`config.mk`:
```
export PLATFORM = sky130hd
export DESIGN_NAME = program_memory_flat
export DESIGN_NICKNAME = d
export VERILOG_FILES = /design/src/rtl/program_memory_if.sv /design/src/rtl/program_memory.sv /design/src/flat_wrapper.sv
export SDC_FILE = /design/constraint.sdc
export NUM_CORES = 2
export LEC_CHECK = 0
export CAP_MARGIN = 20
export CORE_MARGIN = 1.5
export CORE_UTILIZATION = 37
export CTS_CLUSTER_SIZE = 10
export DETAILED_ROUTE_END_ITERATION = 6
export PLACE_DENSITY = 0.57
export SLEW_MARGIN = 10
export SYNTH_ARGS = -nofsm -noshare
export SYNTH_HDL_FRONTEND = slang
export SYNTH_SLANG_ARGS = --single-unit
```
`constraint.sdc`:
```
create_clock -name clk -period 3.9 [get_ports clk]
set_input_delay 0.78 -clock clk [delete_from_list [all_inputs] [get_ports clk]]
set_output_delay 0.78 -clock clk [all_outputs]
set_load 0.02 [all_outputs]
```
`src/rtl/program_memory_if.sv`:
```
// Avalon-MM s0 slave bundle for program_memory.
// s0_byteenable exists only when PROGRAM_MEMORY_BYTEEN_EN is defined.
interface program_memory_if #(
  parameter int DATA_WIDTH = 32
);
  logic [31:0]           s0_address;
  logic                  s0_read;
  logic                  s0_write;
  logic [DATA_WIDTH-1:0] s0_writedata;
`ifdef PROGRAM_MEMORY_BYTEEN_EN
  logic [DATA_WIDTH/8-1:0] s0_byteenable;
`endif
  logic [DATA_WIDTH-1:0] s0_readdata;
  logic                  s0_waitrequest;

  modport master (
`ifdef PROGRAM_MEMORY_BYTEEN_EN
    output s0_byteenable,
`endif
    output s0_address, s0_read, s0_write, s0_writedata,
    input  s0_readdata, s0_waitrequest
  );

  modport slave (
`ifdef PROGRAM_MEMORY_BYTEEN_EN
    input  s0_byteenable,
`endif
    input  s0_address, s0_read, s0_write, s0_writedata,
    output s0_readdata, s0_waitrequest
  );
endinterface

```
`src/rtl/program_memory.sv`:
```
// Parametrised Avalon-MM program/data memory with a fixed-latency read FSM.
// Define PROGRAM_MEMORY_BYTEEN_EN to enable per-byte write lanes.
module program_memory_lane #(
  parameter int DEPTH     = 128,
  parameter int ADDR_BITS = 7
) (
  input  logic                 clk,
  input  logic                 we,
  input  logic [ADDR_BITS-1:0] addr,
  input  logic [7:0]           wdata,
  output logic [7:0]           rdata
);
  logic [7:0] mem [DEPTH];

  always_ff @(posedge clk)
    if (we) mem[addr] <= wdata;

  assign rdata = mem[addr];
endmodule

module program_memory #(
  parameter int DATA_WIDTH  = 32,
  parameter int DEPTH       = 128,
  parameter int WAIT_CYCLES = 2
) (
  input  logic             clk,
  input  logic             reset,
  program_memory_if.slave  s0
);
  localparam int NUM_LANES = DATA_WIDTH / 8;
  localparam int ADDR_BITS = $clog2(DEPTH);

  typedef enum logic [1:0] {ST_IDLE, ST_WAIT, ST_DONE} state_t;

  state_t                      state_q, state_d;
  logic [3:0]                  cnt_q, cnt_d;
  logic [DATA_WIDTH-1:0]       rdata_q;
  logic                        in_range, capture, wr_en, wreq;
  logic [ADDR_BITS-1:0]        addr;
  logic [NUM_LANES-1:0]        lane_we;
  logic [NUM_LANES-1:0][7:0]   lane_rdata;

  // Upper address bits take part in the range check so aliases never hit.
  assign addr     = s0.s0_address[ADDR_BITS-1:0];
  assign in_range = s0.s0_address < 32'(DEPTH);

  always_ff @(posedge clk or posedge reset)
    if (reset) begin
      state_q <= ST_IDLE;
      cnt_q   <= '0;
      rdata_q <= '0;
    end else begin
      state_q <= state_d;
      cnt_q   <= cnt_d;
      if (capture) rdata_q <= in_range ? lane_rdata : '0;
    end

  always_comb begin
    state_d = state_q;
    cnt_d   = cnt_q;
    case (state_q)
      ST_IDLE: if (s0.s0_read) begin
        state_d = ST_WAIT;
        cnt_d   = 4'(WAIT_CYCLES - 1);
      end
      ST_WAIT:
        if (!s0.s0_read)      state_d = ST_IDLE;
        else if (cnt_q == '0) state_d = ST_DONE;
        else                  cnt_d   = cnt_q - 4'd1;
      ST_DONE: state_d = ST_IDLE;
      default: state_d = ST_IDLE;
    endcase
  end

  // A read wins over a simultaneous write; the write is simply dropped.
  always_comb begin
    capture = 1'b0;
    wr_en   = 1'b0;
    wreq    = 1'b0;
    case (state_q)
      ST_IDLE: begin
        wreq  = s0.s0_read;
        wr_en = s0.s0_write & ~s0.s0_read & in_range;
      end
      ST_WAIT: begin
        wreq    = 1'b1;
        capture = s0.s0_read && (cnt_q == '0);
      end
      default: ;
    endcase
  end

  assign s0.s0_waitrequest = wreq & ~reset;
  assign s0.s0_readdata    = rdata_q;

  for (genvar i = 0; i < NUM_LANES; i++) begin : g_lane
`ifdef PROGRAM_MEMORY_BYTEEN_EN
    assign lane_we[i] = wr_en & s0.s0_byteenable[i];
`else
    assign lane_we[i] = wr_en;
`endif
    program_memory_lane #(.DEPTH(DEPTH), .ADDR_BITS(ADDR_BITS)) u_lane (
      .clk   (clk),
      .we    (lane_we[i]),
      .addr  (addr),
      .wdata (s0.s0_writedata[8*i +: 8]),
      .rdata (lane_rdata[i])
    );
  end
endmodule
```
`src/flat_wrapper.sv`:
```
// flat-port wrapper written by rule: the top's interface ports become plain ports
module program_memory_flat 
#(
  parameter int DATA_WIDTH  = 32,
  parameter int DEPTH       = 128,
  parameter int WAIT_CYCLES = 2
)
  (clk, reset, s0_s0_address, s0_s0_read, s0_s0_write, s0_s0_writedata, s0_s0_readdata, s0_s0_waitrequest);
  program_memory_if #(.DATA_WIDTH(DATA_WIDTH)) s0_i ();
  input  logic clk;
  input  logic reset;
  input wire logic [$bits(s0_i.s0_address)-1:0] s0_s0_address;
  input wire logic [$bits(s0_i.s0_read)-1:0] s0_s0_read;
  input wire logic [$bits(s0_i.s0_write)-1:0] s0_s0_write;
  input wire logic [$bits(s0_i.s0_writedata)-1:0] s0_s0_writedata;
  output wire logic [$bits(s0_i.s0_readdata)-1:0] s0_s0_readdata;
  output wire logic [$bits(s0_i.s0_waitrequest)-1:0] s0_s0_waitrequest;
  assign s0_i.s0_address = s0_s0_address;
  assign s0_i.s0_read = s0_s0_read;
  assign s0_i.s0_write = s0_s0_write;
  assign s0_i.s0_writedata = s0_s0_writedata;
  assign s0_s0_readdata = s0_i.s0_readdata;
  assign s0_s0_waitrequest = s0_i.s0_waitrequest;
  program_memory #(.DATA_WIDTH(DATA_WIDTH), .DEPTH(DEPTH), .WAIT_CYCLES(WAIT_CYCLES)) u_core (.clk(clk), .reset(reset), .s0(s0_i));
endmodule
```
# Word-level counts from Yosys, hierarchy flattened
# Memories as Yosys holds them, arrays and structs flattened.
# Index checks and enable logic that the tools add are counted.
dict set report word_totals {
  reg_bits 38
  mem_count 4
  wordCells 39
  ramBits 4096
  output_inout_bits 33
  inputBits 68
}
# name depth width rd rd_clocked_by_memory_dff write_ports line
set memory_table {}
lappend memory_table {{u_core.g_lane[0].u_lane.mem} 128 8 1 0 1 program_memory.sv:13} ;# logic [7:0] mem [DEPTH];
lappend memory_table {{u_core.g_lane[1].u_lane.mem} 128 8 1 0 1 program_memory.sv:13}
lappend memory_table {{u_core.g_lane[2].u_lane.mem} 128 8 1 0 1 program_memory.sv:13}
lappend memory_table {{u_core.g_lane[3].u_lane.mem} 128 8 1 0 1 program_memory.sv:13}
dict set report op_classes {
  n_reduce_logical 6
  mux 14
  eq_ne 5
  n_bitwise 5
  n_lt_le_gt_ge 1
  n_addsub 1
}
# operator count
set op_table {}
lappend op_table {{$lt A32 B8 Y1 const B} 1}
lappend op_table {{$mux W32} 1}
lappend op_table {{$mux W4} 3}
lappend op_table {{$pmux W4 S2} 1}
lappend op_table {{$mux W2} 3}
lappend op_table {{$ne A2 B2 Y1 const B} 3}
lappend op_table {{$logic_not A4 Y1} 1}
lappend op_table {{$mux W1} 4}
lappend op_table {{$pmux W2 S2} 1}
lappend op_table {{$reduce_and A4 Y1} 1}
lappend op_table {{$sub A4 B1 Y4 const B} 1}
lappend op_table {{$and A1 B1 Y1} 3}
lappend op_table {{$ne A3 B2 Y1 const B} 1}
lappend op_table {{$eq A2 B1 Y1 const B} 1}
lappend op_table {{$logic_not A2 Y1} 1}
lappend op_table {{$not A1 Y1} 2}
lappend op_table {{$pmux W1 S2} 1}
lappend op_table {{$reduce_and A2 Y1} 1}
lappend op_table {{$reduce_bool A2 Y1} 1}
lappend op_table {{$logic_and A1 B1 Y1} 1}

# Logic depth before layout (Yosys ltp)
dict set report logic_depth {
  word_depth 6
  depth_mapped 13
}

# Hierarchy
# A second synthesis with hierarchy kept.
dict set report hier_totals {
  hier_cells 10060
  hier_area_um2 162936.3
}
# mod area_per_inst_um2 cells_per_inst seq_area_each_um2 n_inst
set by_module_without_submodules {}
lappend by_module_without_submodules {program_memory_lane 40273.6 2467 30749.5 4}
lappend by_module_without_submodules {program_memory 1841.8 192 950.9 1}

# Worst setup path after synthesis
# No wires, ideal clock.
dict set report synth_path {
  path_type {input port to flip-flop}
  from {input port s0_s0_address[0]}
  to {memory u_core.g_lane[0].u_lane.mem[101][0], enable pin}
  setup_time_ns 0.421
  t_required_ns 3.479
  t_arrival_ns 3.584
  n_path_buf 8
  cell_stages 10
  path_slack_ns -0.106
  cell_sequence {buf_6 -> buf_8 -> buf_12 -> buf_12 -> buf_8 -> buf_4 -> buf_2 -> nand3_1 -> clkbuf_1 -> nor2_1}
}
dict set report synth_via {
  elab_chain_cells 5
}
# item line
set synth_rtl {}
lappend synth_rtl {{from (decl)} flat_wrapper.sv:12} ;# input wire logic [$bits(s0_i.s0_address)-1:0] s0_s0_address;
lappend synth_rtl {{$lt A32 B8 Y1} program_memory.sv:45} ;# assign in_range = s0.s0_address < 32'(DEPTH);
lappend synth_rtl {{$and A1 B1 Y1} program_memory.sv:83} ;# wr_en = s0.s0_write & ~s0.s0_read & in_range;
lappend synth_rtl {{$mux W1} program_memory.sv:80} ;# case (state_q)
lappend synth_rtl {{$mux W1} program_memory.sv:16} ;# if (we) mem[addr] <= wdata;
lappend synth_rtl {{$mux W1 (implied by the code)} program_memory.sv:16}
lappend synth_rtl {{to (decl)} program_memory.sv:13}
# Parallel ways exist; a longest one is shown, timed or not.

# Final worst setup path
dict set report layout_path {
  from {input port s0_s0_address[0]}
  to {register u_core.rdata_q[27], in the netlist u_core.s0.s0_readdata[27]}
}
dict set report layout_via {
  elab_chain_cells 2
  elab_cells_between_ends 3
  cone_classes {order compare (1); mux (1); memory (1)}
}
# item line
set layout_rtl {}
lappend layout_rtl {{$lt A32 B8 Y1 or $mem_v2 Z128 W8 (tied branches)} n/a}
lappend layout_rtl {{$mux W32 *} program_memory.sv:55} ;# if (capture) rdata_q <= in_range ? lane_rdata : '0;
lappend layout_rtl {{to (signal assigned)} program_memory.sv:55}
lappend layout_rtl {{to (decl)} program_memory.sv:37} ;# logic [DATA_WIDTH-1:0] rdata_q;
# Mark *: on every way between the ends. The rest lies on a longest branch, timed or not.
# A chain may end at the register's enable or synchronous reset.

==> results.yml <==
worst_setup_path:
  rr_endpoint: "u_core.s0.s0_readdata[27]"
  crit_family: "buffers and inverters"
  cp_slowest_cell: "a211oi_1"
  worstPathRequired_ns: 4.79
  cp_max_fo: 26
  reg2regPathDepth: 10
  r2r_setup_slack_ns: 0.75
  cp.arrival_ns: 4.64
  endpoint_kind: "flop"
  cp_cell_sequence: "buf_8, buf_12, buf_12, buf_4, buf_4, mux4_2, o22ai_1, buf_4, a211oi_1, buf_4, a211oi_1, buf_4, o31ai_1"
  criticalPathCategory: "in2reg"
  start_kind: "input pin"
  cp.buffers_inverters: 8
  cp_slowest_stage_delay_ns: 0.87
  cpMostUsedCell: "buf_4"
  r2r_start: "u_core.g_lane[3].u_lane.mem[21][3]"
floorplanning:
  die_width_um: 655
  core_region_area_um2: 423000
  num_rows: 239
  die_h_um: 655
  start_util_pct: 37.1
  ios: 101
  dieArea_um2: 429000
global_routing:
  grt-ovfl-total: 0
  antenna_found_initial: 60
  grt_pass1_wl_um: 763000
  first_global_vias: 91400
  grt_max_degree: 129
  gr-usage-all-layers_pct: 25.6
clock_tree:
  clock_path_buffers: 4
  numClockSinks: 4134
  cts_hold_buf: 0
  clock_latency_ns: 1.03
  cts_resized: 0
  cts_tree: "built"
  h-tree-depth: 5
  root_buffer: "clkbuf_16"
  cts_made_buffers: 459
  clk_pin_slew_ns: 0.06
  cts_setup_buffers: 0
sta:
  tightest_slew_ns: 1.30
  slew_headroom_pct: 13.6
  clock_skew_ns: 0.0896
  min_period_ns: 3.76
  rsz0062_at_grt: "no"
  setup_slack_ns: 0.141
  finalHoldViolCount: 0
  clock.fmax_mhz: 266
  finalSetupViolCount: 0
  post-route-period-util_pct: 96.4
  drv_slew: 0
logic_synthesis:
  ys_seq_area_share_pct: 78.8
  ys_types: 90
  synth_warnings: 0
  netlist_area_um2: 157000
  synth-seq-cells: 4134
  synth_top_flop_cell: "edfxtp_1"
  syn_nets: 8415
  syn_inst: 8345
  syn_avg_cell_area_um2: 18.8
  async_reset_ff_share_pct: 0.919
  synth_edf_count: 4096
job:
  drv_cap: 0
place:
  hpwlAfterDp_um: 352000
  dp_cells: 14600
  routabilityCongestion: 0.903
  port_buffers: 100
  post-place-ws_ns: -0.700
drt:
  drcViolationCount: 28
  drt_wl_total_um: 563000
  wire_per_inst_um: 36.8
  firstDrtPassIters: 7
  route.vias.total: 95100
  drtAntennaViolNets: 0
  drt-initial-drc-count: 17400
  vias_per_cell: 6.22
final_layout:
  final_common_cell: "edfxtp_1"
  area_growth_pct: 20.1
  drive_above_1_share_pct: 24.8
  fin_util_pct: 44.6
  final_cell_mix: "edfxtp_1 (4096), buf_4 (768), o22ai_1 (660)"
  final_nets: 9490
  final_cells: 15300
power_and_ir_drop:
  p_leak_nw: 59.2
  power_mw: 93.4
  peakVddDrop_v: 0.000436
  powerDensity_nw_per_um2: 495
worst_hold_path:
  worstHoldStart: "s0_s0_writedata[31]"
  min_path_type: "in2reg"
  whs_endpoint: "u_core.g_lane[3].u_lane.mem[26][7]"
  hold_depth: 1
status:
  outcome: "complete, but fails checks"
  violations: "DRC"
-- report_power, final --
group	switching, mW	total (mW)	internal [mW]	leakage [nW]
registers	0.0212	48.9	48.9	37.3
logic	4.15	6.03	1.88	15.7
clock network	17.0	38.5	21.5	6.15
-- worst max path at each step --
stage | from | depth (start not counted) | endpoint
2_1_floorplan | s0_s0_address[0] | 10 | u_core.g_lane[0].u_lane.mem[101][0]
3_3_place_gp | s0_s0_address[0] | 12 | u_core.s0.s0_readdata[17]
3_5_place_dp | s0_s0_address[0] | 12 | u_core.s0.s0_readdata[17]
4_1_cts | s0_s0_address[0] | 12 | u_core.s0.s0_readdata[17]
5_1_grt | s0_s0_address[0] | 12 | u_core.s0.s0_readdata[17]
6_report | s0_s0_address[0] | 13 | u_core.s0.s0_readdata[27]
-- logic make-up after synthesis --
logic type | after synthesis | share of synthesized area (%)
buffers and inverters | 614 | 2.30
XOR/XNOR | 2 | 0.0111
AND/OR/NAND/NOR | 703 | 2.01
multiplexers | 749 | 7.50
AO/OA/AOI/OAI | 2141 | 9.32
adder cells (fa/ha/maj) | 2 | 0.0159
flip-flops | 4134 | 78.8
-- per-layer routing --
metal | track usage [%] | share of wire [%]
met3 | 5.76 | 12
met2 | 39.0 | 45
met5 | 0 | 0.057
met4 | 11.0 | 5.1
met1 | 35.5 | 38
-- state kept, by name (all words and copies together), names as in the netlist --
signal	flops
u_core.state_q	2
u_core.g_lane.u_lane.mem	4096
u_core.cnt_q	4
u_core.s0.s0_readdata	32
-- cell usage after synthesis (11+ instances only) --
cell | count | area (um^2)
buf_2 | 237 | 1190
o2111ai_1 | 18 | 158
a211o_1 | 16 | 140
mux4_2 | 308 | 6940
buf_8 | 11 | 165
buf_4 | 84 | 631
a211oi_1 | 38 | 285
nor2_1 | 292 | 1100
o22ai_1 | 660 | 4130
o22a_1 | 20 | 175
nand2_1 | 152 | 571
a221oi_1 | 77 | 674
clkbuf_1 | 154 | 578
mux2i_1 | 183 | 1830
o221ai_1 | 453 | 3970
o31ai_1 | 27 | 203
inv_1 | 11 | 41.3
buf_6 | 63 | 709
edfxtp_1 | 4096 | 123000
o211ai_1 | 20 | 150
a31oi_1 | 41 | 257
o21ai_0 | 387 | 1940
o21a_1 | 12 | 90.1
nor4_1 | 17 | 106
a22oi_1 | 28 | 210
nor3_1 | 48 | 240
nand2b_1 | 13 | 81.3
a21oi_1 | 204 | 1020
o311ai_0 | 17 | 149
mux2_2 | 249 | 2800
buf_1 | 45 | 169
dfrtp_1 | 38 | 951
nand4_1 | 20 | 125
and3_1 | 11 | 68.8
nor2b_1 | 17 | 106
nand3_1 | 95 | 475
a2111oi_0 | 14 | 123
-- area by class of cell --
type                    count  area [um^2]
diodes                     20         50.0
flip-flops and latches   4134       124000
clock buffers             616        12200
well taps                5663         7090
inverters                  14         72.6
repair buffers           1214        14000
clock inverters            40          609
multi-input cells        3597        30800
fillers                 36100       235000
-- per-stage QoR --
stage          instance area, um^2  hold slack (ns)  setup TNS (ns)
2_1_floorplan               157000            0.506         -131.50
3_3_place_gp                176000            0.517           -4.75
3_5_place_dp                176000            0.548           -4.14
4_1_cts                     189000           0.0423               0
5_1_grt                     189000           0.0656               0
6_report                    189000           0.0841               0
(Power assumes the default switching activity.)
